## config.mk

```make
export PLATFORM = sky130hd
export DESIGN_NAME = adder_arbiter_flat
export DESIGN_NICKNAME = d
export VERILOG_FILES = /design/src/rtl/adder_arb_pkg.sv /design/src/rtl/adder_arbiter_if.sv /design/src/rtl/adder_32_bit.sv /design/src/rtl/adder_arbiter_rr.sv /design/src/rtl/adder_arbiter.sv /design/src/flat_wrapper.sv
export SDC_FILE = /design/constraint.sdc
export NUM_CORES = 1
export LEC_CHECK = 0
export CAP_MARGIN = 20
export CORE_MARGIN = 1.5
export CORE_UTILIZATION = 44
export CTS_CLUSTER_DIAMETER = 100
export DETAILED_ROUTE_END_ITERATION = 10
export HOLD_SLACK_MARGIN = 0.15
export PLACE_DENSITY = 0.76
export SKIP_CTS_REPAIR_TIMING = 1
export SLEW_MARGIN = 10
export SYNTH_ARGS = -nofsm -noshare
export SYNTH_HDL_FRONTEND = slang
export SYNTH_HIERARCHICAL = 1
export SYNTH_SLANG_ARGS = --single-unit
```

## constraint.sdc

```tcl
create_clock -name clk -period 3.55 [get_ports clk]
set_clock_uncertainty 0.2 [all_clocks]
set_input_delay 0.8875 -clock clk [delete_from_list [all_inputs] [get_ports clk]]
set_output_delay 0.8875 -clock clk [all_outputs]
set_load 0.01 [all_outputs]
```

## src/rtl/adder_arb_pkg.sv

```systemverilog
// Shared types and constants for the two-requester shared-adder arbiter.
package adder_arb_pkg;

   localparam int DATA_W   = 32;
   localparam int REQ_ID_W = 1;

   typedef logic [REQ_ID_W-1:0] req_id_t;

   typedef enum logic {
      ST_EMPTY = 1'b0,
      ST_FULL  = 1'b1
   } state_t;

endpackage

```

## src/rtl/adder_arbiter_if.sv

```systemverilog
// Request/response handshake bundle between two requesters and the shared adder.
interface adder_arbiter_if;
   import adder_arb_pkg::*;

   logic              req0_valid;
   logic              req0_ready;
   logic [DATA_W-1:0] req0_a;
   logic [DATA_W-1:0] req0_b;
   logic              req1_valid;
   logic              req1_ready;
   logic [DATA_W-1:0] req1_a;
   logic [DATA_W-1:0] req1_b;
   logic              rsp0_valid;
   logic              rsp0_ready;
   logic              rsp1_valid;
   logic              rsp1_ready;
   logic [DATA_W-1:0] rsp_sum;
   logic              rsp_cout;

   modport master (
      output req0_valid, req0_a, req0_b, req1_valid, req1_a, req1_b,
             rsp0_ready, rsp1_ready,
      input  req0_ready, req1_ready, rsp0_valid, rsp1_valid, rsp_sum, rsp_cout
   );

   modport slave (
      input  req0_valid, req0_a, req0_b, req1_valid, req1_a, req1_b,
             rsp0_ready, rsp1_ready,
      output req0_ready, req1_ready, rsp0_valid, rsp1_valid, rsp_sum, rsp_cout
   );

endinterface

```

## src/rtl/adder_32_bit.sv

```systemverilog
// Plain 32-bit unsigned adder, no carry-in; carry-out of bit 31 exposed separately.
module adder_32_bit (
   input  logic [31:0] a,
   input  logic [31:0] b,
   output logic [31:0] sum,
   output logic        cout
);

   assign {cout, sum} = {1'b0, a} + {1'b0, b};

endmodule

```

## src/rtl/adder_arbiter_rr.sv

```systemverilog
// Two-way round-robin grant: a lone requester wins, a tie goes to the one not granted last.
module rr_arbiter_2
   import adder_arb_pkg::*;
(
   input  logic [1:0] req,
   input  req_id_t    last_grant,
   input  logic       en,
   output req_id_t    grant,
   output logic       gnt_valid
);

   always_comb begin
      grant = '0;
      case (req)
         2'b01:   grant = 1'b0;
         2'b10:   grant = 1'b1;
         2'b11:   grant = ~last_grant;
         default: grant = '0;
      endcase
      gnt_valid = en & (|req);
   end

endmodule

```

## src/rtl/adder_arbiter.sv

```systemverilog
// Shares one adder between two requesters with round-robin grant and a single
// registered result slot that is returned only to the requester that issued it.
//
//   state    | meaning
//   ---------+-----------------------------------------------------------
//   ST_EMPTY | no result held; a granted request is accepted this cycle
//   ST_FULL  | result held for owner_q; waits for that owner's rsp ready
module adder_arbiter
   import adder_arb_pkg::*;
#(
   parameter bit RR_INIT = 1'b0,
   parameter bit SKID_EN = 1'b1
) (
   input  logic            clk,
   input  logic            reset,
   adder_arbiter_if.slave  bus
);

   state_t            state_q, state_d;
   req_id_t           owner_q, owner_d;
   req_id_t           last_grant_q, last_grant_d;
   logic [DATA_W-1:0] sum_q, sum_d;
   logic              cout_q, cout_d;
   logic [DATA_W-1:0] op_a_q, op_a_d;
   logic [DATA_W-1:0] op_b_q, op_b_d;

   logic              owner_ready;
   logic              drain;
   logic              slot_free;
   req_id_t           grant;
   logic              gnt_valid;
   logic [DATA_W-1:0] add_sum;
   logic              add_cout;

   assign owner_ready = (owner_q == 1'b1) ? bus.rsp1_ready : bus.rsp0_ready;
   assign drain       = (state_q == ST_FULL) & owner_ready;
   assign slot_free   = (state_q == ST_EMPTY) | (drain & SKID_EN);

   // Ready is forced low while reset is asserted so nothing is handed over.
   rr_arbiter_2 u_rr (
      .req        ({bus.req1_valid, bus.req0_valid}),
      .last_grant (last_grant_q),
      .en         (slot_free & ~reset),
      .grant      (grant),
      .gnt_valid  (gnt_valid)
   );

   // Operands are only switched on an accept, so the adder inputs stay quiet otherwise.
   always_comb begin
      op_a_d = op_a_q;
      op_b_d = op_b_q;
      if (gnt_valid) begin
         op_a_d = (grant == 1'b1) ? bus.req1_a : bus.req0_a;
         op_b_d = (grant == 1'b1) ? bus.req1_b : bus.req0_b;
      end
   end

   adder_32_bit u_add (
      .a    (op_a_d),
      .b    (op_b_d),
      .sum  (add_sum),
      .cout (add_cout)
   );

   always_comb begin
      state_d      = state_q;
      owner_d      = owner_q;
      last_grant_d = last_grant_q;
      sum_d        = sum_q;
      cout_d       = cout_q;
      if (gnt_valid) begin
         state_d      = ST_FULL;
         owner_d      = grant;
         last_grant_d = grant;
         sum_d        = add_sum;
         cout_d       = add_cout;
      end else if (drain) begin
         state_d = ST_EMPTY;
      end
   end

   always_ff @(posedge clk or posedge reset) begin
      if (reset) begin
         state_q      <= ST_EMPTY;
         owner_q      <= '0;
         last_grant_q <= req_id_t'(RR_INIT);
         sum_q        <= '0;
         cout_q       <= 1'b0;
         op_a_q       <= '0;
         op_b_q       <= '0;
      end else begin
         state_q      <= state_d;
         owner_q      <= owner_d;
         last_grant_q <= last_grant_d;
         sum_q        <= sum_d;
         cout_q       <= cout_d;
         op_a_q       <= op_a_d;
         op_b_q       <= op_b_d;
      end
   end

   assign bus.req0_ready = gnt_valid & (grant == 1'b0);
   assign bus.req1_ready = gnt_valid & (grant == 1'b1);
   assign bus.rsp0_valid = (state_q == ST_FULL) & (owner_q == 1'b0);
   assign bus.rsp1_valid = (state_q == ST_FULL) & (owner_q == 1'b1);
   assign bus.rsp_sum    = sum_q;
   assign bus.rsp_cout   = cout_q;

endmodule
```

## src/flat_wrapper.sv

```systemverilog
// flat-port wrapper written by rule: the top's interface ports become plain ports
module adder_arbiter_flat import adder_arb_pkg::*;
#(
   parameter bit RR_INIT = 1'b0,
   parameter bit SKID_EN = 1'b1
)
  (clk, reset, bus_req0_valid, bus_req0_a, bus_req0_b, bus_req1_valid, bus_req1_a, bus_req1_b, bus_rsp0_ready, bus_rsp1_ready, bus_req0_ready, bus_req1_ready, bus_rsp0_valid, bus_rsp1_valid, bus_rsp_sum, bus_rsp_cout);
  adder_arbiter_if bus_i ();
  input  logic clk;
  input  logic reset;
  input wire logic [$bits(bus_i.req0_valid)-1:0] bus_req0_valid;
  input wire logic [$bits(bus_i.req0_a)-1:0] bus_req0_a;
  input wire logic [$bits(bus_i.req0_b)-1:0] bus_req0_b;
  input wire logic [$bits(bus_i.req1_valid)-1:0] bus_req1_valid;
  input wire logic [$bits(bus_i.req1_a)-1:0] bus_req1_a;
  input wire logic [$bits(bus_i.req1_b)-1:0] bus_req1_b;
  input wire logic [$bits(bus_i.rsp0_ready)-1:0] bus_rsp0_ready;
  input wire logic [$bits(bus_i.rsp1_ready)-1:0] bus_rsp1_ready;
  output wire logic [$bits(bus_i.req0_ready)-1:0] bus_req0_ready;
  output wire logic [$bits(bus_i.req1_ready)-1:0] bus_req1_ready;
  output wire logic [$bits(bus_i.rsp0_valid)-1:0] bus_rsp0_valid;
  output wire logic [$bits(bus_i.rsp1_valid)-1:0] bus_rsp1_valid;
  output wire logic [$bits(bus_i.rsp_sum)-1:0] bus_rsp_sum;
  output wire logic [$bits(bus_i.rsp_cout)-1:0] bus_rsp_cout;
  assign bus_i.req0_valid = bus_req0_valid;
  assign bus_i.req0_a = bus_req0_a;
  assign bus_i.req0_b = bus_req0_b;
  assign bus_i.req1_valid = bus_req1_valid;
  assign bus_i.req1_a = bus_req1_a;
  assign bus_i.req1_b = bus_req1_b;
  assign bus_i.rsp0_ready = bus_rsp0_ready;
  assign bus_i.rsp1_ready = bus_rsp1_ready;
  assign bus_req0_ready = bus_i.req0_ready;
  assign bus_req1_ready = bus_i.req1_ready;
  assign bus_rsp0_valid = bus_i.rsp0_valid;
  assign bus_rsp1_valid = bus_i.rsp1_valid;
  assign bus_rsp_sum = bus_i.rsp_sum;
  assign bus_rsp_cout = bus_i.rsp_cout;
  adder_arbiter #(.RR_INIT(RR_INIT), .SKID_EN(SKID_EN)) u_core (.clk(clk), .reset(reset), .bus(bus_i));
endmodule
```

Yosys cells after proc, flatten, opt, wreduce, memory -nomap -nowiden
Cells that the tools add are included. Widths: inputs -> output; s select.

Flip-flop bits (word level): 99. Bits in latches: 0. RAM bits: 0. Bits in read-only memories: 0. Input port bits: 134. Output and inout bits: 37. Word-level logic and storage cells: 31. Memories kept: 0.

Add/sub/neg operators: 1. Multiply operators: 0. Div/mod/pow operators: 0. Order comparisons: 0. Equal/unequal tests: 2. Shifts and indexed selects: 0. Multiplexer cells: 8. Bitwise gates (word level): 12. Reductions and logical operators: 2.

Operators with widths (count): $mux 32 (4); $add 32x32->33 (1); $and 1x1->1 (7); $eq 2x2->1 const B (2); $not 1->1 (4); $mux 1 (3); $pmux 1 s2 (1); $reduce_bool 2->1 (1); $reduce_or 2->1 (1); $or 1x1->1 (1).

Longest topological paths before layout
Word-level depth: 7. Depth in mapped cells: 16. Depth with buffers taken out: 14.

By module
Netlist, hierarchy kept.

By module, submodules not included: adder_arbiter (instances 1, cells an instance 359, area each 4317.9 um2, seq. area each 2477.4 um2); adder_32_bit (instances 1, cells an instance 264, area each 1890.6 um2, seq. area each 0.0 um2); rr_arbiter_2 (instances 1, cells an instance 2, area each 18.8 um2, seq. area each 0.0 um2).

Worst setup path before layout
OpenSTA, ideal clock, no wires.

Kind: input to register. From: input port bus_rsp1_ready. To: register u_core.sum_q[31], in the netlist u_core/bus.rsp_sum[31]. Setup time: 127 ps. Data arrival time: 3917 ps. Data required time: 3223 ps. Slack: -695 ps. Stages on the path: 16. Buffers on the path: 4. Cell sequence: mux2i_1 -> a21oi_1 -> o21a_1 -> buf_2 -> buf_4 -> buf_2 -> a21oi_1 -> ha_1 -> buf_6 -> and3_4 -> a221o_1 -> o41ai_4 -> or3b_1 -> a21oi_1 -> and3b_1 -> mux2_1.

Longest elaborated chain between the ends: 7. Elaborated cells on any way between the ends: 8. Those cells by class: 1 x add/sub; 3 x mux; 4 x bitwise.

RTL lines: start: declaration (line flat_wrapper.sv:18) `input wire logic [$bits(bus_i.rsp1_ready)-1:0] bus_rsp1_ready;`; $mux 1 (line adder_arbiter.sv:35) `assign owner_ready = (owner_q == 1'b1) ? bus.rsp1_ready : bus.rsp0_ready;`; $and 1x1->1 (line adder_arbiter.sv:36) `assign drain = (state_q == ST_FULL) & owner_ready;`; $or 1x1->1 (line adder_arbiter.sv:37) `assign slot_free = (state_q == ST_EMPTY) | (drain & SKID_EN);`; $and 1x1->1 (line adder_arbiter.sv:43) `.en (slot_free & ~reset),`; $and 1x1->1 (line adder_arbiter_rr.sv:20) `gnt_valid = en & (|req);`; via u_core.gnt_valid (line adder_arbiter.sv:31) `logic gnt_valid;`; $mux 32 (line adder_arbiter.sv:52) `if (gnt_valid) begin`; via u_core.op_a_d[27] (line adder_arbiter.sv:24) `logic [DATA_W-1:0] op_a_q, op_a_d;`; $add 32x32->33 (line adder_32_bit.sv:9) `assign {cout, sum} = {1'b0, a} + {1'b0, b};`; via u_core.add_sum[31] (line adder_arbiter.sv:32) `logic [DATA_W-1:0] add_sum;`; end signal: assignment (line adder_arbiter.sv:95) `sum_q <= sum_d;`; end: declaration (line adder_arbiter.sv:22) `logic [DATA_W-1:0] sum_q, sum_d;`.

The timed path passes the listed nets, and every way through them passes these cells. A chain may end at the register's enable or synchronous reset.

Worst setup path in the final report
From: input port bus_rsp1_ready. To: register u_core.sum_q[27], in the netlist u_core/bus.rsp_sum[27].

The elaborated chain is that of the path after synthesis.

==> flow_summary.toml <==
[outcome]
outcome = "finished with violations"
failed_checks = "negative setup slack"

[clock_network]
cts.sinks = 99
clk_pin_slew_ps = 80
htree_levels = 3
cts_root_buf = "clkbuf_16"
cts_max_path_buffers = 2
clock_latency_ps = 370
cts-buffers-inserted = 9
tritoncts = "yes"

[sta]
hold_ws_ps = 283
period_share_pct = 121
slew_headroom_pct = 50.0
finalWorstSetupSlack_ps = -739
worst_pin_slew_ps = 748
fmax_mhz = 233
rsz0062_at_grt = "yes"
setup_violations = 27
hold_viol = 0
finalMaxSlewViolations = 0
fin_crit_ps = 4290

[yosys]
syn_inst = 625
synth_ff_type = "dfrtp_1"
synth_enable_flop_cells = 0
syn_area_um2 = 6230
yosysUniqueCellTypes = 61
ys_ff_latch = 99
syn_area_per_cell_um2 = 9.96
synth_largest_area_cell = "dfrtp_1"
syn-num-nets = 792
synth_area_leaders = "dfrtp_1 40%, mux2i_1 11%, a21oi_1 8.0%"
synth.yosys.seq_area_share_pct = 39.8
ys.warnings.count = 6
synth_top_area_share_pct = 39.8
synthArstFlopShare_pct = 100

[detailed_routing]
firstDrtPassIters = 5
dr_total_vias = 6728
wl_per_cell_um = 21.3
post_drt_via_cell_ratio = 5.75
drt_iter0_drc = 411
drc_errors = 0
drt_wl_total_um = 25000
antenna_left = 0

[place]
dp_cells = 1096
pre_cts_ws_ps = -1300
gp_congestion = 0.838
hpwl_um = 14700
io_buffers = 170

[power_and_ir_drop]
cellPowerDensity_nw_per_um2 = 853
p_leak_uw = 0.00481
peakVddDrop_mv = 0.496

[worst_hold_path]
hp-class = "reg2reg"

[die]
dieWidth_um = 122
start_util_pct = 45.0
die-area_um2 = 14900
core-area_um2 = 13800
rows = 43
floorplan.die.height_um = 122
boundaryPins = 171

[layout]
area_growth_pct = 81.3
fillCellCount = 708
fin_nets = 1153
fin_cells = 1171
drive_gt1_share_pct = 42.6
num_antenna_cells = 0

[worst_setup_path]
cp-end-kind = "flop"
crit_required_ps = 3600
critPathArrivalTime_ps = 4340
crit_type = "in2reg"
crit_fanout = 7
critPathLaunchType = "input pin"

[run]
cap_viol_max_count = 0

[global_routing]
grt_pass1_wl_um = 29200
antenna_found_initial = 0
groute.usage.overall_pct = 25.1
grt_max_degree = 37
grt_pass1_vias = 5991
overflow = 0
stage by stage:
stage / total power, µW / area, µm² / TNS, ps / utilization (%)
floorplan: 4420 / 6360 / -7160 / -
global placement: 6600 / 9290 / -28500 / 67.2
detailed placement: 6740 / 9290 / -30830 / 67.2
CTS: 7710 / 9560 / -20190 / 69.2
global route: 10000 / 11300 / -13580 / 81.6
finish: 9630 / 11300 / -11040 / 81.6
synth_stat cells, types with 4 or more instances:
| library cell | n |
|---|---|
| o21ai_0 | 15 |
| o211ai_1 | 5 |
| buf_12 | 4 |
| a21o_1 | 14 |
| mux2_1 | 33 |
| xor2_1 | 11 |
| clkbuf_1 | 4 |
| buf_2 | 16 |
| a211oi_1 | 5 |
| buf_4 | 6 |
| nor2_1 | 83 |
| o21a_1 | 6 |
| nand2_1 | 19 |
| a21oi_1 | 100 |
| a31oi_1 | 5 |
| nor3_1 | 7 |
| nand3_1 | 10 |
| dfrtp_1 | 99 |
| ha_1 | 32 |
| mux2i_1 | 66 |
| and3_1 | 4 |
| inv_1 | 8 |
| xnor2_1 | 16 |
flip-flops by register name (all words and copies together) (netlist names):
name and flops:
u_core/bus.rsp_cout 1, u_core/bus.rsp_sum 32, u_core/last_grant_q 1, u_core/op_a_q 32, u_core/op_b_q 32, u_core/state_q 1
layout by cell type, fill, tap and decap left out, types with 5 or more instances in the layout:
cell	synthesis	layout
a21oi_4	0	14
buf_8	0	5
ha_1	32	12
a21oi_1	100	36
buf_4	6	175
mux2_1	33	12
ha_4	0	16
clkdlybuf4s50_1	0	163
o21a_1	6	5
a21oi_2	0	50
clkbuf_16	0	13
mux2i_1	66	46
o21ai_2	0	5
mux2i_4	0	11
a21o_1	14	14
xnor2_2	0	5
xor2_1	11	9
nand3_1	10	10
nor2_1	83	73
nand2_1	19	17
inv_1	8	7
mux2i_2	0	9
mux2_4	0	21
dfrtp_1	99	99
buf_6	2	17
o211ai_1	5	5
buf_12	4	12
xnor2_1	16	10
nor2_2	0	7
kinds of logic (layout without fill, tap and decap cells):
group / count (synthesis) / in the layout / share of synthesized area, %
xor+xnor: 27 / 27 / 3.80
flops: 99 / 99 / 39.8
simple gates: 146 / 146 / 10.5
fa+ha+maj: 33 / 33 / 6.75
mux: 101 / 101 / 16.9
compound gates: 179 / 179 / 17.8
buf+inv: 40 / 406 / 4.38
path summary, 6_finish.rpt:
check                                        from                     end  slack, ps  cells past startpoint
max                                bus_rsp1_ready  u_core/bus.rsp_sum[27]       -740                     18
min                        u_core/bus.rsp_sum[23]  u_core/bus.rsp_sum[23]        280                      1
max reg2reg                   u_core/last_grant_q  u_core/bus.rsp_sum[27]       -640                     17
min reg2reg                u_core/bus.rsp_sum[23]  u_core/bus.rsp_sum[23]        280                      1
max in group asynchronous                   reset        u_core/op_a_q[0]       1910                      4
min in group asynchronous                   reset       u_core/op_b_q[24]        620                      3
power breakdown:
part           switching (µW)  leakage [µW]  total (µW)  internal [µW]
registers                 214       0.00111        1770           1550
clock network             472      0.000132         952            480
logic                    3270       0.00357        6910           3650
total                    3950       0.00481        9630           5680
area by class of cell:
type / instances / area [µm²] / share of cell area, %
repair buffers: 382 / 3630 / 32.1
flip-flops and latches: 99 / 2480 / 21.9
multi-input cells: 486 / 4650 / 41.2
inverters: 8 / 33.8 / 0.299
clock inverters: 7 / 51.3 / 0.454
clock buffers: 9 / 225 / 2.00
well taps: 180 / 225 / 2.00
routing by layer:
metal  vias up  GRT usage [%]  share of wire, %
met2       324           44.0                51
li1       2994              -                 -
met4         0           7.87               4.4
met1      3311           32.6                39
met5         -              0                 0
met3        99           2.67               5.9
critical path, cell delays in order:
cell       delay (ps)
clkbuf_2           80
mux2i_1           210
a21oi_1           120
o21a_4            170
buf_12            140
clkbuf_16         150
buf_6             120
clkbuf_16         150
buf_12            150
a21oi_4           180
ha_4              250
nand4_1           170
o22ai_2           150
nor4_4            420
a21oi_4           140
a2111oi_2         450
nor3_1            120
mux2_4            280
Power figures use the tool's default switching activity.
